### src/rtl/riscv_pkg.sv
`default_nettype none
// ============================================================================
//  Module      : riscv_pkg
//  Description : Shared RV32M definitions for the multiply/divide unit:
//                funct3 opcodes, FSM state encoding, default widths and a
//                small opcode-classification helper.
//  Revision    : 1.0 - initial release
// ============================================================================
package riscv_pkg;

    // Default widths
    localparam int XLEN_DEF   = 32;
    localparam int REG_AW_DEF = 5;

    // RV32M funct3 encodings
    localparam logic [2:0] F3_MUL    = 3'b000;
    localparam logic [2:0] F3_MULH   = 3'b001;
    localparam logic [2:0] F3_MULHSU = 3'b010;
    localparam logic [2:0] F3_MULHU  = 3'b011;
    localparam logic [2:0] F3_DIV    = 3'b100;
    localparam logic [2:0] F3_DIVU   = 3'b101;
    localparam logic [2:0] F3_REM    = 3'b110;
    localparam logic [2:0] F3_REMU   = 3'b111;

    // FSM state encoding
    localparam logic [1:0] ST_IDLE = 2'd0;
    localparam logic [1:0] ST_CALC = 2'd1;
    localparam logic [1:0] ST_DONE = 2'd2;

    // All divide/remainder opcodes have funct3[2] set
    function automatic logic f3_is_div(input logic [2:0] f3);
        return f3[2];
    endfunction

endpackage : riscv_pkg
`default_nettype wire

### src/rtl/muldiv_unit_if.sv
`default_nettype none
// ============================================================================
//  Module      : muldiv_unit_if
//  Description : Request/response bundle between the issue logic / register
//                file and the multiply/divide unit. The master issues the
//                operation; the slave (the unit) returns the write-back.
//  Revision    : 1.0 - initial release
// ============================================================================
interface muldiv_unit_if #(
    parameter int XLEN   = 32,
    parameter int REG_AW = 5
);
    logic              start;
    logic [2:0]        funct3;
    logic [XLEN-1:0]   op_a;
    logic [XLEN-1:0]   op_b;
    logic [REG_AW-1:0] rd_in;
    logic              flush;
    logic              busy;
    logic              done;
    logic [XLEN-1:0]   result;
    logic [REG_AW-1:0] rd_out;

    modport master (
        output start, funct3, op_a, op_b, rd_in, flush,
        input  busy, done, result, rd_out
    );

    modport slave (
        input  start, funct3, op_a, op_b, rd_in, flush,
        output busy, done, result, rd_out
    );

endinterface : muldiv_unit_if
`default_nettype wire

### src/rtl/muldiv_unit.sv
`default_nettype none
// ============================================================================
//  Module      : muldiv_unit
//  Description : Iterative RV32M multiply/divide unit. Operands are reduced
//                to magnitudes on issue, a single accumulator/low register
//                pair runs a shift-add multiply or restoring divide (one bit
//                per cycle), and the sign is restored on the last CALC cycle.
//                Optional build macro: MULDIV_FAST_MUL_EN - multiplies use a
//                single-cycle combinational product instead of iterating.
//  Revision    : 1.0 - initial release
// ============================================================================
module muldiv_unit
    import riscv_pkg::*;
#(
    parameter int XLEN   = XLEN_DEF,
    parameter int REG_AW = REG_AW_DEF
) (
    input  logic         clk,
    input  logic         reset,
    muldiv_unit_if.slave bus
);

    // Counter runs XLEN-1 .. 0 for the XLEN datapath steps, then wraps to
    // all-ones; the sign bit being set marks the sign-restore cycle.
    localparam int              CW       = $clog2(XLEN) + 1;
    localparam logic [CW-1:0]   CNT_LOAD = CW'(XLEN - 1);
    localparam logic [XLEN-1:0] MOST_NEG = {1'b1, {(XLEN-1){1'b0}}};

    logic [1:0]        state_q, state_d;
    logic [2:0]        f3_q;
    logic [REG_AW-1:0] rd_q, rd_out_q;
    logic              neg_q;      // negate product / quotient
    logic              rneg_q;     // negate remainder
    logic [XLEN-1:0]   acc_q;      // product high half / partial remainder
    logic [XLEN-1:0]   lo_q;       // multiplier -> product low / dividend -> quotient
    logic [XLEN-1:0]   dvs_q;      // multiplicand or divisor magnitude
    logic [XLEN-1:0]   result_q;
    logic [CW-1:0]     cnt_q;

    logic              a_signed, b_signed, a_neg, b_neg;
    logic [XLEN-1:0]   a_abs, b_abs;
    logic              is_div, b_zero, div_ovf, special;
    logic [XLEN-1:0]   spec_quo, spec_rem;

    logic [XLEN:0]     mul_sum, div_shift, div_diff;
    logic              div_ge;
    logic [XLEN-1:0]   acc_step, lo_step;

    logic [2*XLEN-1:0] prod_mag, prod_fin;
    logic [XLEN-1:0]   quo_fin, rem_fin, fin_res;

`ifdef MULDIV_FAST_MUL_EN
    logic [2*XLEN-1:0] fast_prod;
    assign fast_prod = {{XLEN{1'b0}}, a_abs} * {{XLEN{1'b0}}, b_abs};
`endif

    // Operand sign conditioning and divide special-case detection on issue
    always_comb begin
        a_signed = (bus.funct3 == F3_MUL) || (bus.funct3 == F3_MULH) ||
                   (bus.funct3 == F3_MULHSU) || (bus.funct3 == F3_DIV) ||
                   (bus.funct3 == F3_REM);
        b_signed = (bus.funct3 == F3_MUL) || (bus.funct3 == F3_MULH) ||
                   (bus.funct3 == F3_DIV) || (bus.funct3 == F3_REM);
        a_neg    = a_signed & bus.op_a[XLEN-1];
        b_neg    = b_signed & bus.op_b[XLEN-1];
        a_abs    = a_neg ? (-bus.op_a) : bus.op_a;
        b_abs    = b_neg ? (-bus.op_b) : bus.op_b;
        is_div   = f3_is_div(bus.funct3);
        b_zero   = (bus.op_b == '0);
        div_ovf  = ((bus.funct3 == F3_DIV) || (bus.funct3 == F3_REM)) &&
                   (bus.op_a == MOST_NEG) && (bus.op_b == '1);
        special  = is_div & (b_zero | div_ovf);
        spec_quo = b_zero ? '1 : bus.op_a;
        spec_rem = b_zero ? bus.op_a : '0;
    end

    // One shift-add or restoring-subtract step of the shared datapath
    always_comb begin
        mul_sum   = {1'b0, acc_q} + (lo_q[0] ? {1'b0, dvs_q} : '0);
        div_shift = {acc_q, lo_q[XLEN-1]};
        div_diff  = div_shift - {1'b0, dvs_q};
        div_ge    = ~div_diff[XLEN];
        if (f3_q[2]) begin
            acc_step = div_ge ? div_diff[XLEN-1:0] : div_shift[XLEN-1:0];
            lo_step  = {lo_q[XLEN-2:0], div_ge};
        end else begin
            acc_step = mul_sum[XLEN:1];
            lo_step  = {mul_sum[0], lo_q[XLEN-1:1]};
        end
    end

    // Sign restoration and result selection for the final cycle
    always_comb begin
        prod_mag = {acc_q, lo_q};
        prod_fin = neg_q  ? (-prod_mag) : prod_mag;
        quo_fin  = neg_q  ? (-lo_q)     : lo_q;
        rem_fin  = rneg_q ? (-acc_q)    : acc_q;
        case (f3_q)
            F3_MUL:                        fin_res = prod_fin[XLEN-1:0];
            F3_MULH, F3_MULHSU, F3_MULHU:  fin_res = prod_fin[2*XLEN-1:XLEN];
            F3_DIV, F3_DIVU:               fin_res = quo_fin;
            default:                       fin_res = rem_fin;
        endcase
    end

    // FSM state register
    always_ff @(posedge clk or posedge reset) begin
        if (reset) begin
            state_q <= ST_IDLE;
        end else begin
            state_q <= state_d;
        end
    end

    // FSM next-state; special cases and fast multiplies enter CALC with the
    // counter already expired so only the sign-restore cycle is spent there
    always_comb begin
        state_d = state_q;
        case (state_q)
            ST_IDLE: if (bus.start) state_d = ST_CALC;
            ST_CALC: if (cnt_q[CW-1]) state_d = ST_DONE;
            ST_DONE: state_d = ST_IDLE;
            default: state_d = ST_IDLE;
        endcase
        if (bus.flush) begin
            state_d = ST_IDLE;
        end
    end

    // FSM outputs
    always_comb begin
        bus.busy = (state_q != ST_IDLE);
        bus.done = (state_q == ST_DONE);
    end

    assign bus.result = result_q;
    assign bus.rd_out = rd_out_q;

    // Datapath: operand capture on issue, iteration, result write-back
    always_ff @(posedge clk or posedge reset) begin
        if (reset) begin
            f3_q     <= '0;
            rd_q     <= '0;
            rd_out_q <= '0;
            neg_q    <= 1'b0;
            rneg_q   <= 1'b0;
            acc_q    <= '0;
            lo_q     <= '0;
            dvs_q    <= '0;
            result_q <= '0;
            cnt_q    <= '0;
        end else if (!bus.flush) begin
            case (state_q)
                ST_IDLE: begin
                    if (bus.start) begin
                        f3_q <= bus.funct3;
                        rd_q <= bus.rd_in;
                        if (special) begin
                            acc_q  <= spec_rem;
                            lo_q   <= spec_quo;
                            dvs_q  <= '0;
                            neg_q  <= 1'b0;
                            rneg_q <= 1'b0;
                            cnt_q  <= '1;
                        end else if (is_div) begin
                            acc_q  <= '0;
                            lo_q   <= a_abs;
                            dvs_q  <= b_abs;
                            neg_q  <= a_neg ^ b_neg;
                            rneg_q <= a_neg;
                            cnt_q  <= CNT_LOAD;
`ifdef MULDIV_FAST_MUL_EN
                        end else begin
                            acc_q  <= fast_prod[2*XLEN-1:XLEN];
                            lo_q   <= fast_prod[XLEN-1:0];
                            dvs_q  <= '0;
                            neg_q  <= a_neg ^ b_neg;
                            rneg_q <= 1'b0;
                            cnt_q  <= '1;
                        end
`else
                        end else begin
                            acc_q  <= '0;
                            lo_q   <= b_abs;
                            dvs_q  <= a_abs;
                            neg_q  <= a_neg ^ b_neg;
                            rneg_q <= 1'b0;
                            cnt_q  <= CNT_LOAD;
                        end
`endif
                    end
                end
                ST_CALC: begin
                    if (cnt_q[CW-1]) begin
                        result_q <= fin_res;
                        rd_out_q <= rd_q;
                    end else begin
                        acc_q <= acc_step;
                        lo_q  <= lo_step;
                        cnt_q <= cnt_q - CW'(1);
                    end
                end
                default: ;
            endcase
        end
    end

endmodule : muldiv_unit
`default_nettype wire

### src/flat_wrapper.sv
// flat-port wrapper written by rule: the top's interface ports become plain ports
module muldiv_unit_flat import riscv_pkg::*;
#(
    parameter int XLEN   = XLEN_DEF,
    parameter int REG_AW = REG_AW_DEF
)
  (clk, reset, bus_start, bus_funct3, bus_op_a, bus_op_b, bus_rd_in, bus_flush, bus_busy, bus_done, bus_result, bus_rd_out);
  muldiv_unit_if #(.XLEN(XLEN), .REG_AW(REG_AW)) bus_i ();
  input  logic clk;
  input  logic reset;
  input wire logic [$bits(bus_i.start)-1:0] bus_start;
  input wire logic [$bits(bus_i.funct3)-1:0] bus_funct3;
  input wire logic [$bits(bus_i.op_a)-1:0] bus_op_a;
  input wire logic [$bits(bus_i.op_b)-1:0] bus_op_b;
  input wire logic [$bits(bus_i.rd_in)-1:0] bus_rd_in;
  input wire logic [$bits(bus_i.flush)-1:0] bus_flush;
  output wire logic [$bits(bus_i.busy)-1:0] bus_busy;
  output wire logic [$bits(bus_i.done)-1:0] bus_done;
  output wire logic [$bits(bus_i.result)-1:0] bus_result;
  output wire logic [$bits(bus_i.rd_out)-1:0] bus_rd_out;
  assign bus_i.start = bus_start;
  assign bus_i.funct3 = bus_funct3;
  assign bus_i.op_a = bus_op_a;
  assign bus_i.op_b = bus_op_b;
  assign bus_i.rd_in = bus_rd_in;
  assign bus_i.flush = bus_flush;
  assign bus_busy = bus_i.busy;
  assign bus_done = bus_i.done;
  assign bus_result = bus_i.result;
  assign bus_rd_out = bus_i.rd_out;
  muldiv_unit #(.XLEN(XLEN), .REG_AW(REG_AW)) u_core (.clk(clk), .reset(reset), .bus(bus_i));
endmodule
### config.mk
export PLATFORM = sky130hd
export DESIGN_NAME = muldiv_unit_flat
export DESIGN_NICKNAME = d
export VERILOG_FILES = /design/src/rtl/riscv_pkg.sv /design/src/rtl/muldiv_unit_if.sv /design/src/rtl/muldiv_unit.sv /design/src/flat_wrapper.sv
export SDC_FILE = /design/constraint.sdc
export NUM_CORES = 1
export LEC_CHECK = 0
export CAP_MARGIN = 20
export CELL_PAD_IN_SITES_DETAIL_PLACEMENT = 0
export CELL_PAD_IN_SITES_GLOBAL_PLACEMENT = 1
export CORE_MARGIN = 1
export CORE_UTILIZATION = 48
export DETAILED_ROUTE_END_ITERATION = 7
export PLACE_DENSITY_LB_ADDON = 0.1
export REMOVE_ABC_BUFFERS = 1
export SKIP_LAST_GASP = 1
export SLEW_MARGIN = 10
export SYNTH_ARGS = -nofsm -noshare
export SYNTH_HDL_FRONTEND = slang
export SYNTH_SLANG_ARGS = --single-unit
### constraint.sdc
create_clock -name clk -period 8.3 [get_ports clk]
set_clock_uncertainty 0.15 [all_clocks]
set_input_delay 1.66 -clock clk [delete_from_list [all_inputs] [get_ports clk]]
set_output_delay 1.66 -clock clk [all_outputs]
set_load 0.02 [all_outputs]
==> reports/metrics.cfg <==
[setup_path]
crit_chain = clkdlybuf4s50_1, or4_1, or3_1, nor3_1, nand3_1, nor2_1, a221oi_1, o21ai_0
endpoint_kind = flip-flop
crit_type = input pin to flip-flop
cp.depth = 8
worstPathRequired_ns = 8.53
crit_end = u_core.acc_q[10]
r2r_setup_slack_ns = 3.64
worstRegToRegCells = 13
path_buf_inv = 1
timing.rr.end = u_core.acc_q[6]
critPathMaxFanout = 5
cpPeakStageDelay_ns = 1.04
crit_arrival_ns = 5.35
crit_slowest_cell = nor2_1
cp_top_family = simple AND/OR/NAND/NOR gates
start_kind = input pin
rr_startpoint = u_core.lo_q[31]
critPathLaunch = bus_op_b[8]

[synthesis]
synth_top_cell_area_share_pct = 25.0
syn_avg_cell_area_sq_um = 7.76
netlist_instances = 1947
synth-async-reset-ratio_pct = 100
ys.flop_type = dfrtp_1
yosysTopAreaCell = dfrtp_1
synthTopCellsByArea = dfrtp_1, o21ai_0, xor2_1, ha_1, xnor2_1
ys_seq_elements = 151
synth_edf_count = 0
synth_cell_types = 86
yosysWarnings = 0
ys_seq_area_share_pct = 25.0
yosysMostFrequentCell = nand2_1
netlist_area_sq_um = 15100
synth_commonest_cells = nand2_1, o21ai_0, nor2_1

[clocking]
htreeDepth = 4
cts_tree = yes
clk_pin_slew_ns = 0.07
postCtsHoldBufs = 0
root_buffer = clkbuf_16
cts_resized = 0
cts_inserted_buffers = 17
cts_buffer_depth = 2
cts_setup_buffers = 0
worst_skew_pair.late_latency_ns = 0.46
clock_sinks = 151

[global_routing]
grt_pass1_vias = 14400
grt_use_total_pct = 35.4
grt_pass1_wl_microns = 87100
overflow = 0
antenna_found_initial = 1
grt_max_degree = 97

[timing]
fin_tns_setup_ns = 0
timing.slew.headroom_pct = 14.8
final_max_slew_viol_count = 0
fin_crit_sh_pct = 61.7
rsz0062_at_grt = no
min_period_ns = 5.12
setup_violations = 0
holdWs_ns = 0.324
timing.fmax_mhz = 195
tightest_slew_ns = 1.27
hold_viol = 0

[worst_hold_path]
holdPathStages = 2
holdCritPathClass = flip-flop to flip-flop

[die]
ios = 115
die_x_microns = 179
fp.dieH_microns = 179
die_area_sq_um = 32200
rows = 64
placeableCoreArea_sq_um = 30700
initial_utilization_pct = 49.1

[finish]
fillCellCount = 2915
area_growth_pct = 11.7
layout-drive-gt1-share_pct = 5.39
nets = 2101
n_antenna_cell = 0

[power_and_ir_drop]
leakage_nw = 6.93
p_per_area_nw_per_um2 = 296
peakVddDrop_mv = 0.182

[placement]
dp_hpwl_microns = 42900
gp_congestion = 0.951
io_buffers = 114

[routing]
vias_per_cell = 6.47
first_pass_iters = 8
num_vias = 15300
drtIter0Drc = 1732
routedWlPerCell_microns = 24.2
drc = 0
ant_nets = 0
routed_wl_microns = 57100

[status]
outcome = completed

[job]
cap_violations = 0

==> cell usage in the layout, fill, tap and decap left out, types with 23 or more instances in the layout <==
cell / count
xnor2_1: 97
a21oi_1: 129
nand4_1: 25
dfrtp_1: 149
a21o_1: 35
o21ai_0: 185
o31ai_1: 35
xor2_1: 100
a31oi_1: 24
or3_1: 32
nand2_1: 207
mux2i_1: 66
o22ai_1: 23
ha_1: 70
nor2_1: 165
clkdlybuf4s50_1: 113
nor3_1: 24
inv_1: 64
o21a_1: 23
==> worst register-to-register path: cells and delay by family, from the launching register on <==
family / cells / cell delay (ns)
and+or+nand+nor: 2 / 0.47
AOI/OAI and AO/OA: 5 / 1.48
xor gates and xnor gates: 1 / 0.16
DFF: 1 / 0.50
adders and majority gates: 2 / 0.71
muxes: 1 / 0.34
buffers and inverters: 2 / 0.72
==> how the worst min path moves through the flow <==
stage / from / endpoint / slack (ns)
after floorplan: u_core.rd_q[0] / u_core.bus.rd_out[0] / 0.29
after global routing: u_core.rd_q[3] / u_core.bus.rd_out[3] / 0.36
after detailed placement: u_core.rd_q[2] / u_core.bus.rd_out[2] / 0.31
after CTS: u_core.rd_q[2] / u_core.bus.rd_out[2] / 0.33
after global placement: u_core.rd_q[3] / u_core.bus.rd_out[3] / 0.30
final: u_core.bus.rd_out[1] / u_core.bus.rd_out[1] / 0.32
==> per-stage QoR <==
step / instances / power (W) / setup WS [ns] / utilization (%) / area, sq um
6_report: 2362 / 0.00499 / 3.18 / 54.9 / 16900
5_1_grt: 2362 / 0.00530 / 3.10 / 54.9 / 16900
4_1_cts: 2361 / 0.00492 / 3.33 / 54.8 / 16900
3_5_place_dp: 2329 / 0.00413 / 2.85 / 53.0 / 16300
3_3_place_gp: 2329 / 0.00412 / 2.90 / 53.0 / 16300
2_1_floorplan: 1798 / 0.00312 / 2.43 / - / 14500
==> layout make-up <==
class / count / area, sq um / area share [%]
multi-input combinational: 1581 / 10500 / 62.2
sequential: 151 / 3780 / 22.4
timing repair buffer: 136 / 1300 / 7.71
tap: 396 / 495 / 2.94
clock buffer: 18 / 439 / 2.60
inverter: 66 / 253 / 1.50
clock inverter: 14 / 116 / 0.690
==> kinds of logic after synthesis <==
kind of cell / synth area share, %
adders and majority gates: 6.06
buffers and inverters: 5.79
DFF: 25.0
AOI/OAI and AO/OA: 28.0
xor gates and xnor gates: 11.5
muxes: 5.04
and+or+nand+nor: 18.6
==> flip-flops by register name, summed over array words and instances, names as in the netlist, 2 cells and up <==
signal	cells
u_core.acc_q	32
u_core.bus.rd_out	5
u_core.bus.result	32
u_core.cnt_q	6
u_core.dvs_q	32
u_core.f3_q	3
u_core.lo_q	32
u_core.rd_q	5
u_core.state_q	2
==> power breakdown <==
part	total (W)	internal, W	switching, W
Clock	0.000776	0.000397	0.000379
Combinational	0.00286	0.00112	0.00174
Sequential	0.00135	0.000976	0.000374
Total	0.00499	0.00250	0.00249
==> metal layers <==
layer | vias to the layer above | share of wire, % | global-route usage [%]
met2 | 720 | 43 | 52.9
li1 | 7131 | - | -
met3 | 89 | 9.8 | 10.1
met1 | 7348 | 44 | 48.8
met5 | - | 0 | 0
met4 | 0 | 2.8 | 11.9
Note: power is estimated with default switching activity, not from simulation.
